===== config.mk =====
export PLATFORM = sky130hd
export DESIGN_NAME = d_imm_extend_pipe
export DESIGN_NICKNAME = d
export VERILOG_FILES = /design/src/rtl/d_imm_extend_pipe.sv
export SDC_FILE = /design/constraint.sdc
export NUM_CORES = 1
export LEC_CHECK = 0
export BUFFER_PORTS_ARGS = -buffer_cell sky130_fd_sc_hd__buf_2
export CELL_PAD_IN_SITES_DETAIL_PLACEMENT = 1
export CELL_PAD_IN_SITES_GLOBAL_PLACEMENT = 2
export CORE_MARGIN = 3
export CORE_UTILIZATION = 35
export CTS_CLUSTER_SIZE = 30
export DETAILED_ROUTE_END_ITERATION = 6
export MAX_ROUTING_LAYER = met4
export PLACE_DENSITY_LB_ADDON = 0.1
export RECOVER_POWER = 100
export SYNTH_ARGS = -nofsm -noshare
export SYNTH_HDL_FRONTEND = slang
export SYNTH_SLANG_ARGS = --single-unit

===== constraint.sdc =====
create_clock -name i_clk -period 4.5 [get_ports i_clk]
set_input_delay 0.9 -clock i_clk [delete_from_list [all_inputs] [get_ports i_clk]]
set_output_delay 0.9 -clock i_clk [all_outputs]
set_load 0.05 [all_outputs]

===== src/rtl/d_imm_extend_pipe.sv =====
// Decode-stage immediate extender: zero / sign / upper / branch-offset modes,
// registered output with valid/ready handshake and a one-entry skid buffer.
module d_imm_extend_pipe #(
    parameter int IN_W  = 16,
    parameter int OUT_W = 32
) (
    input  logic             i_clk,
    input  logic             i_rst,
    input  logic             i_valid,
    output logic             o_ready,
    input  logic [IN_W-1:0]  i_data_immD,
    input  logic [1:0]       i_con_mode,
    input  logic             i_flush,
    output logic             o_valid,
    input  logic             i_ready,
    output logic [OUT_W-1:0] o_data_immD
);

    localparam int PAD_W = OUT_W - IN_W;

    generate
        if (OUT_W <= IN_W) begin : g_bad_width
            $error("d_imm_extend_pipe: OUT_W must be greater than IN_W");
        end
    endgenerate

    // Handshake: a beat moves on a rising edge when valid and ready are both
    // high on that side. o_ready depends only on state, never on i_ready.
    typedef enum logic [1:0] {
        ST_EMPTY = 2'd0,
        ST_ONE   = 2'd1,
        ST_FULL  = 2'd2
    } state_t;

    // r_state is the observable FSM state for checkers.
    state_t           r_state;
    state_t           w_state_nxt;
    logic [OUT_W-1:0] r_out_d;
    logic [OUT_W-1:0] r_sk_d;
    logic [OUT_W-1:0] w_ext;
    logic [OUT_W-1:0] w_sext;
    logic             w_acc;
    logic             w_xfer;
    logic             w_load_out;
    logic             w_load_sk;
    logic             w_out_from_sk;

    always_comb begin
        w_sext = {{PAD_W{i_data_immD[IN_W-1]}}, i_data_immD};
        w_ext  = '0;
        case (i_con_mode)
            2'b00:   w_ext = {{PAD_W{1'b0}}, i_data_immD};
            2'b01:   w_ext = w_sext;
            2'b10:   w_ext = {i_data_immD, {PAD_W{1'b0}}};
            default: w_ext = w_sext << 2;
        endcase
    end

    assign o_valid     = (r_state != ST_EMPTY);
    assign o_ready     = (r_state != ST_FULL);
    assign o_data_immD = r_out_d;
    assign w_acc       = i_valid & o_ready;
    assign w_xfer      = o_valid & i_ready;

    always_comb begin
        w_state_nxt   = r_state;
        w_load_out    = 1'b0;
        w_load_sk     = 1'b0;
        w_out_from_sk = 1'b0;
        case (r_state)
            ST_EMPTY: begin
                if (w_acc) begin
                    w_state_nxt = ST_ONE;
                    w_load_out  = 1'b1;
                end
            end
            ST_ONE: begin
                if (w_acc && w_xfer) begin
                    w_load_out = 1'b1;
                end else if (w_acc) begin
                    w_state_nxt = ST_FULL;
                    w_load_sk   = 1'b1;
                end else if (w_xfer) begin
                    w_state_nxt = ST_EMPTY;
                end
            end
            ST_FULL: begin
                if (w_xfer) begin
                    w_state_nxt   = ST_ONE;
                    w_load_out    = 1'b1;
                    w_out_from_sk = 1'b1;
                end
            end
            default: w_state_nxt = ST_EMPTY;
        endcase
        // Flush drops everything, including this cycle's beats; data regs keep stale values.
        if (i_flush) begin
            w_state_nxt   = ST_EMPTY;
            w_load_out    = 1'b0;
            w_load_sk     = 1'b0;
            w_out_from_sk = 1'b0;
        end
    end

    always_ff @(posedge i_clk) begin
        if (i_rst) begin
            r_state <= ST_EMPTY;
            r_out_d <= '0;
            r_sk_d  <= '0;
        end else begin
            r_state <= w_state_nxt;
            if (w_load_out) begin
                r_out_d <= w_out_from_sk ? r_sk_d : w_ext;
            end
            if (w_load_sk) begin
                r_sk_d <= w_ext;
            end
        end
    end

endmodule


==> impl_metrics.py, run 1 <==
metrics = {
    "logic_synthesis": {
        "async_flop_share": 0,
        "synth_seq_cells": 66,
        "synth_cells": 329,
        "synth_nets": 352,
        "netlist_top_cells_area": "dfxtp_1 46%, a22o_1 8.9%, a211oi_1 7.6%, a21oi_1 6.3%, o21ai_0 5.1%",
        "ys.flop_type": "dfxtp_1",
        "synth-edff-count": 0,
        "yosysMostFrequentCell": "dfxtp_1",
        "avgSynthCellArea_um2": 8.71,
        "synth_cell_types": 31,
        "synth_common_cells": "66 x dfxtp_1, 36 x a21oi_1, 30 x nor2_1",
        "ys_seq_area_frac": 0.461,
        "yosys.area.top_type": "dfxtp_1",
        "yosysTopAreaCellShare": 0.461,
        "yosysWarnings": 0,
        "netlist_area_um2": 2870,
    },
    "timing": {
        "hold_slack_ns": 0.478,
        "clock_skew_ns": 0.00913,
        "hold_viol_final": 0,
        "max_freq_mhz": 320,
        "final.setup.tns_ns": 0,
        "report.final.slew_viol_count": 67,
        "max_slew.worst_pin.slew_ns": 1.97,
        "period_share": 0.695,
        "relSlewSlack": -0.312,
        "rsz0062_at_grt": "no",
        "finalSetupViolCount": 0,
        "setup_slack_ns": 1.37,
        "finalCriticalPeriod_ns": 3.13,
    },
    "die": {
        "coreArea_um2": 7850,
        "num_io_pins": 57,
        "core.rowCount": 32,
        "chipHeight_um": 96.5,
        "initial_utilization": 0.365,
        "die_w_um": 96.5,
        "die_area_um2": 9310,
    },
    "place": {
        "dp.cells": 461,
        "port_buffers": 56,
        "dp_hpwl_um": 5500,
        "pre_cts_slack_ns": 1.59,
        "gpl.final_weighted_congestion": 0.725,
    },
    "worst_setup_path": {
        "cp_num_buf_inv": 2,
        "cp-end-kind": "flip-flop",
        "worst_ep_required_time_ns": 4.73,
        "worstPathArrival_ns": 3.35,
        "r2r_cells": 5,
        "r2r-end": "r_sk_d[7]",
        "r2r_slack_ns": 1.84,
        "r2r_start": "r_state[0]",
        "critical_path_class": "input port to flip-flop",
        "slowest_stage": "clkbuf_1",
        "critPathMaxStageDelay_ns": 1.38,
        "critPathTopFamily": "buffers and inverters",
        "start_kind": "input port",
        "worst-path-max-fanout": 39,
        "path_cells": "clkbuf_1, a21oi_2, buf_4, a22o_1",
    },
    "finish": {
        "syn2layout_area_growth_pct": 14.1,
        "instances_no_fill": 476,
        "nNetsFinal": 393,
        "diodes": 0,
        "drive_above_1_share": 0.115,
    },
    "pwr": {
        "p_leak_nw": 1.10,
        "p_total_mw": 1.19,
        "power_density_nw_per_um2": 365,
        "peakVddDrop_mv": 0.139,
    },
    "grt": {
        "grt_pass1_vias": 2476,
        "antenna_found_initial": 0,
        "grt_first_pass_wirelength_um": 13000,
        "gr-total-overflow": 0,
        "grtUsageTotal": 0.188,
        "grt_max_degree": 49,
    },
    "run": {
        "maxCapViolCount": 2,
    },
    "routing": {
        "first_iter_violations": 76,
        "dr_wl_met3_um": 254,
        "vias_per_cell": 5.32,
        "drc_errors": 0,
        "routed.top_layer": "met4",
        "wl_um": 7860,
        "avgRoutedWirePerCell_um": 16.5,
        "wirelength_met1_um": 3750,
        "vias": 2531,
        "wl_met2_um": 3740,
        "ant_nets": 0,
        "drt_pass1_iterations": 4,
    },
    "clocking": {
        "numCtsBuffers": 9,
        "clk_latency_ns": 0.34,
        "cts_setup_buffers": 0,
        "cts_resized": 0,
        "cts-root-buf": "clkbuf_8",
        "clock-sinks": 66,
        "clk_pin_slew_worst_paths_ns": 0.07,
        "clockBufferDepth": 2,
        "cts_hold_buf": 0,
        "cts_max_level": 3,
        "cts_tree": "done",
    },
    "min_path": {
        "whs_endpoint": "o_data_immD[13]",
        "hp-start": "o_data_immD[13]",
        "hp-class": "flip-flop to flip-flop",
        "hold_path_depth": 1,
    },
    "status": {
        "failed_checks": "max-capacitance violations, max-slew violations",
        "outcome": "finished with violations",
    },
}
sequential cells by signal (all words and copies together) (netlist names):
name         flops
o_data_immD     32
r_state          2
r_sk_d          32
metrics by stage:
stage	util	area [um^2]
floorplan	-	2870
global placement	0.404	3170
detailed placement	0.404	3170
CTS	0.423	3320
global route	0.417	3270
finish	0.417	3270
layout by cell type, fill, tap and decap left out, drive strengths merged, types with 2 or more instances in the layout:
cell type / instances
a2111oi: 4
a211oi: 29
a21oi: 36
a22o: 29
and2: 2
buf: 23
clkbuf: 47
clkinv: 4
dfxtp: 66
inv: 2
mux2i: 2
nand2: 29
nand2b: 6
nand3b: 3
nor2: 30
nor2b: 17
nor3: 6
nor3b: 2
o21ai: 30
worst reg2reg max path: stages (launching register included):
cell and delay (ns):
dfxtp_1 0.44, nand2b_1 0.16, nor3_2 1.33, buf_12 0.30, nor2_1 0.09, a211oi_1 0.24
metal layers:
layer	GRT usage	up-vias
li1	-	1267
met5	-	-
met3	0.0287	8
met1	0.245	1215
met2	0.296	41
met4	0.0701	0
report_power, final:
group | leakage (nW) | switching [mW] | internal (mW)
clock network | 0.0827 | 0.220 | 0.193
registers | 0.535 | 0.0101 | 0.602
logic | 0.478 | 0.123 | 0.0457
cell type report:
cell class              instances  area (um^2)
well taps                     102          128
flip-flops and latches         66         1320
clock buffers                  11          131
multi-input cells             232         1390
fillers                       990         4580
repair buffers                 59          270
clock inverters                 4         20.0
inverters                       2         7.51
logic make-up after synthesis:
kind of cell	count (synthesis)	share of synthesized area
AND/OR/NAND/NOR	98	0.170
flip-flops	66	0.461
multiplexers	3	0.0109
buffers and inverters	31	0.0546
AO/OA/AOI/OAI	131	0.303
how the worst max path moves through the flow:
stage	startpoint	endpoint	slack [ns]	cells after the start
floorplan	i_flush	o_data_immD[0]	2.41	6
global placement	i_flush	o_data_immD[0]	1.57	5
detailed placement	i_flush	o_data_immD[0]	1.59	5
CTS	i_flush	o_data_immD[0]	1.96	5
global route	i_rst	o_data_immD[15]	1.04	4
finish	i_rst	o_data_immD[11]	1.37	4
No activity file was read; power rests on OpenSTA's default activity.
==> inputs of run 2 (changes only) <==
--- a/config.mk
+++ b/config.mk
@@ -9,7 +9,7 @@
 export CELL_PAD_IN_SITES_DETAIL_PLACEMENT = 1
 export CELL_PAD_IN_SITES_GLOBAL_PLACEMENT = 2
 export CORE_MARGIN = 3
-export CORE_UTILIZATION = 35
+export CORE_UTILIZATION = 32
 export CTS_CLUSTER_SIZE = 30
 export DETAILED_ROUTE_END_ITERATION = 6
 export MAX_ROUTING_LAYER = met4
==> constraint.sdc (replaced) <==
create_clock -name i_clk -period 3.1 [get_ports i_clk]
set_input_delay 0.62 -clock i_clk [delete_from_list [all_inputs] [get_ports i_clk]]
set_output_delay 0.62 -clock i_clk [all_outputs]
set_load 0.05 [all_outputs]
==> run 2 against run 1 <==
  * The flow now finishes without violations
  * Clock skew down 0.0041 ns
  * Hold slack got worse by 0.0012 ns
  * Via count shrank 0.36%
  * Wire length up 4.0%
  * Cell area grew 3.6%
  * Count of clock-buffer cells in the layout shrank 1
  * Register-to-register slack got worse by 0.92 ns
  * Critical endpoint is now r_sk_d[17]
==> impl_metrics.py, run 2 (synthesis gave the netlist of run 1 again) <==
metrics = {
    "die": {
        "coreArea_um2": 8460,
        "die_area_um2": 10100,
        "chipHeight_um": 101,
        "initial_utilization": 0.339,
        "num_io_pins": 57,
        "core.rowCount": 33,
        "die_w_um": 101,
    },
    "clocking": {
        "cts_resized": 0,
        "cts_setup_buffers": 0,
        "cts_tree": "done",
        "numCtsBuffers": 9,
        "cts_max_level": 3,
        "cts_hold_buf": 0,
        "cts-root-buf": "clkbuf_8",
        "clk_pin_slew_worst_paths_ns": 0.07,
        "clk_latency_ns": 0.34,
        "clockBufferDepth": 2,
        "clock-sinks": 66,
    },
    "routing": {
        "drc_errors": 0,
        "avgRoutedWirePerCell_um": 16.8,
        "wl_um": 8170,
        "vias_per_cell": 5.19,
        "vias": 2522,
        "ant_nets": 0,
        "drt_pass1_iterations": 4,
        "first_iter_violations": 111,
    },
    "timing": {
        "finalSetupViolCount": 0,
        "hold_viol_final": 0,
        "max_slew.worst_pin.slew_ns": 1.23,
        "relSlewSlack": 0.182,
        "rsz0062_at_grt": "no",
        "period_share": 0.715,
        "report.final.slew_viol_count": 0,
        "hold_slack_ns": 0.477,
        "clock_skew_ns": 0.00504,
        "max_freq_mhz": 451,
        "finalCriticalPeriod_ns": 2.22,
        "final.setup.tns_ns": 0,
    },
    "finish": {
        "design_area_um2": 3390,
        "syn2layout_area_growth_pct": 18.2,
        "nNetsFinal": 399,
        "layout_commonest_cell": "dfxtp_1",
        "most-common-layout-cells": "66 x dfxtp_1, 35 x a21oi_1, 35 x clkbuf_1, 30 x nor2_1",
        "diodes": 0,
        "fill_cells": 1048,
        "drive_above_1_share": 0.139,
    },
    "pwr": {
        "peakVddDrop_mv": 0.271,
        "power_density_nw_per_um2": 579,
        "p_leak_nw": 1.16,
        "p_total_mw": 1.96,
    },
    "grt": {
        "grt_max_degree": 64,
        "grt.met2_usage": 0.281,
        "gr-max-usage-layer": "met2",
        "grtUsageTotal": 0.177,
        "gr-usage-met1": 0.224,
        "gr-total-overflow": 0,
        "grt_first_pass_wirelength_um": 13500,
        "grt_util_met3": 0.0367,
        "antenna_found_initial": 0,
        "grt_pass1_vias": 2570,
    },
    "status": {
        "outcome": "complete, no violations",
    },
    "place": {
        "dpl_cell_area_um2": 3210,
        "port_buffers": 56,
        "dp_hpwl_um": 5760,
        "gpl.final_weighted_congestion": 0.737,
    },
    "worst_setup_path": {
        "critical_path_class": "input port to flip-flop",
        "start_kind": "input port",
        "cp-end-kind": "flip-flop",
        "worst_ep_required_time_ns": 3.35,
        "worstPathArrival_ns": 2.46,
        "worst-path-max-fanout": 63,
        "r2r_slack_ns": 0.92,
    },
    "min_path": {
        "hp-class": "flip-flop to flip-flop",
    },
    "run": {
        "maxCapViolCount": 0,
    },
}
## run 2: changes by cell type in the layout (fill, tap and decap cells not counted), sizes merged
cell / change
buf: +6
inv: +1
bufinv: +2
clkinvlp: +2
clkinv: -3
clkbuf: -1
## run 2: area by class of cell
| type | instances | area (um^2) | area share |
|---|---|---|---|
| Clock buffer | 10 | 138 | 0.0407 |
| Clock inverter | 6 | 88.8 | 0.0262 |
| Inverter | 2 | 7.51 | 0.00222 |
| Multi-Input combinational cell | 232 | 1400 | 0.413 |
| Sequential cell | 66 | 1320 | 0.390 |
| Tap cell | 105 | 131 | 0.0388 |
| Timing Repair Buffer | 65 | 302 | 0.0891 |
## run 2: path summary, 6_finish.rpt
path                                      from             end  cells after the start
worst max-delay path                   i_ready      r_sk_d[17]                      6
worst min register to register  o_data_immD[5]  o_data_immD[5]                      1
worst max register to register      r_state[0]      r_sk_d[17]                      5
worst min-delay path            o_data_immD[5]  o_data_immD[5]                      1
## run 2: per-layer routing
metal  vias up  routed length [um]
met5         -                   0
li1       1279                   -
met4         0                  91
met3        11                 222
met2        36                3960
met1      1196                3900
## run 2: stage by stage
stage	worst slack, ns	instances	util
after floorplan	1.29	329	-
final	0.883	486	0.400
after detailed placement	0.806	470	0.379
after global placement	0.858	470	0.379
after CTS	1.17	486	0.405
after global routing	0.608	486	0.400
## run 2: worst max-delay path, stage by stage
cell	delay, ns
buf_2	0.14
nand2b_1	0.23
nor3_4	0.18
clkbuf_2	0.93
nor2_1	0.09
a211oi_1	0.25
## run 2: power breakdown
group	internal [mW]	switching (mW)	leakage, nW
Clock	0.476	0.344	0.109
Sequential	0.874	0.0146	0.535
Combinational	0.0703	0.183	0.513
Total	1.42	0.542	1.16
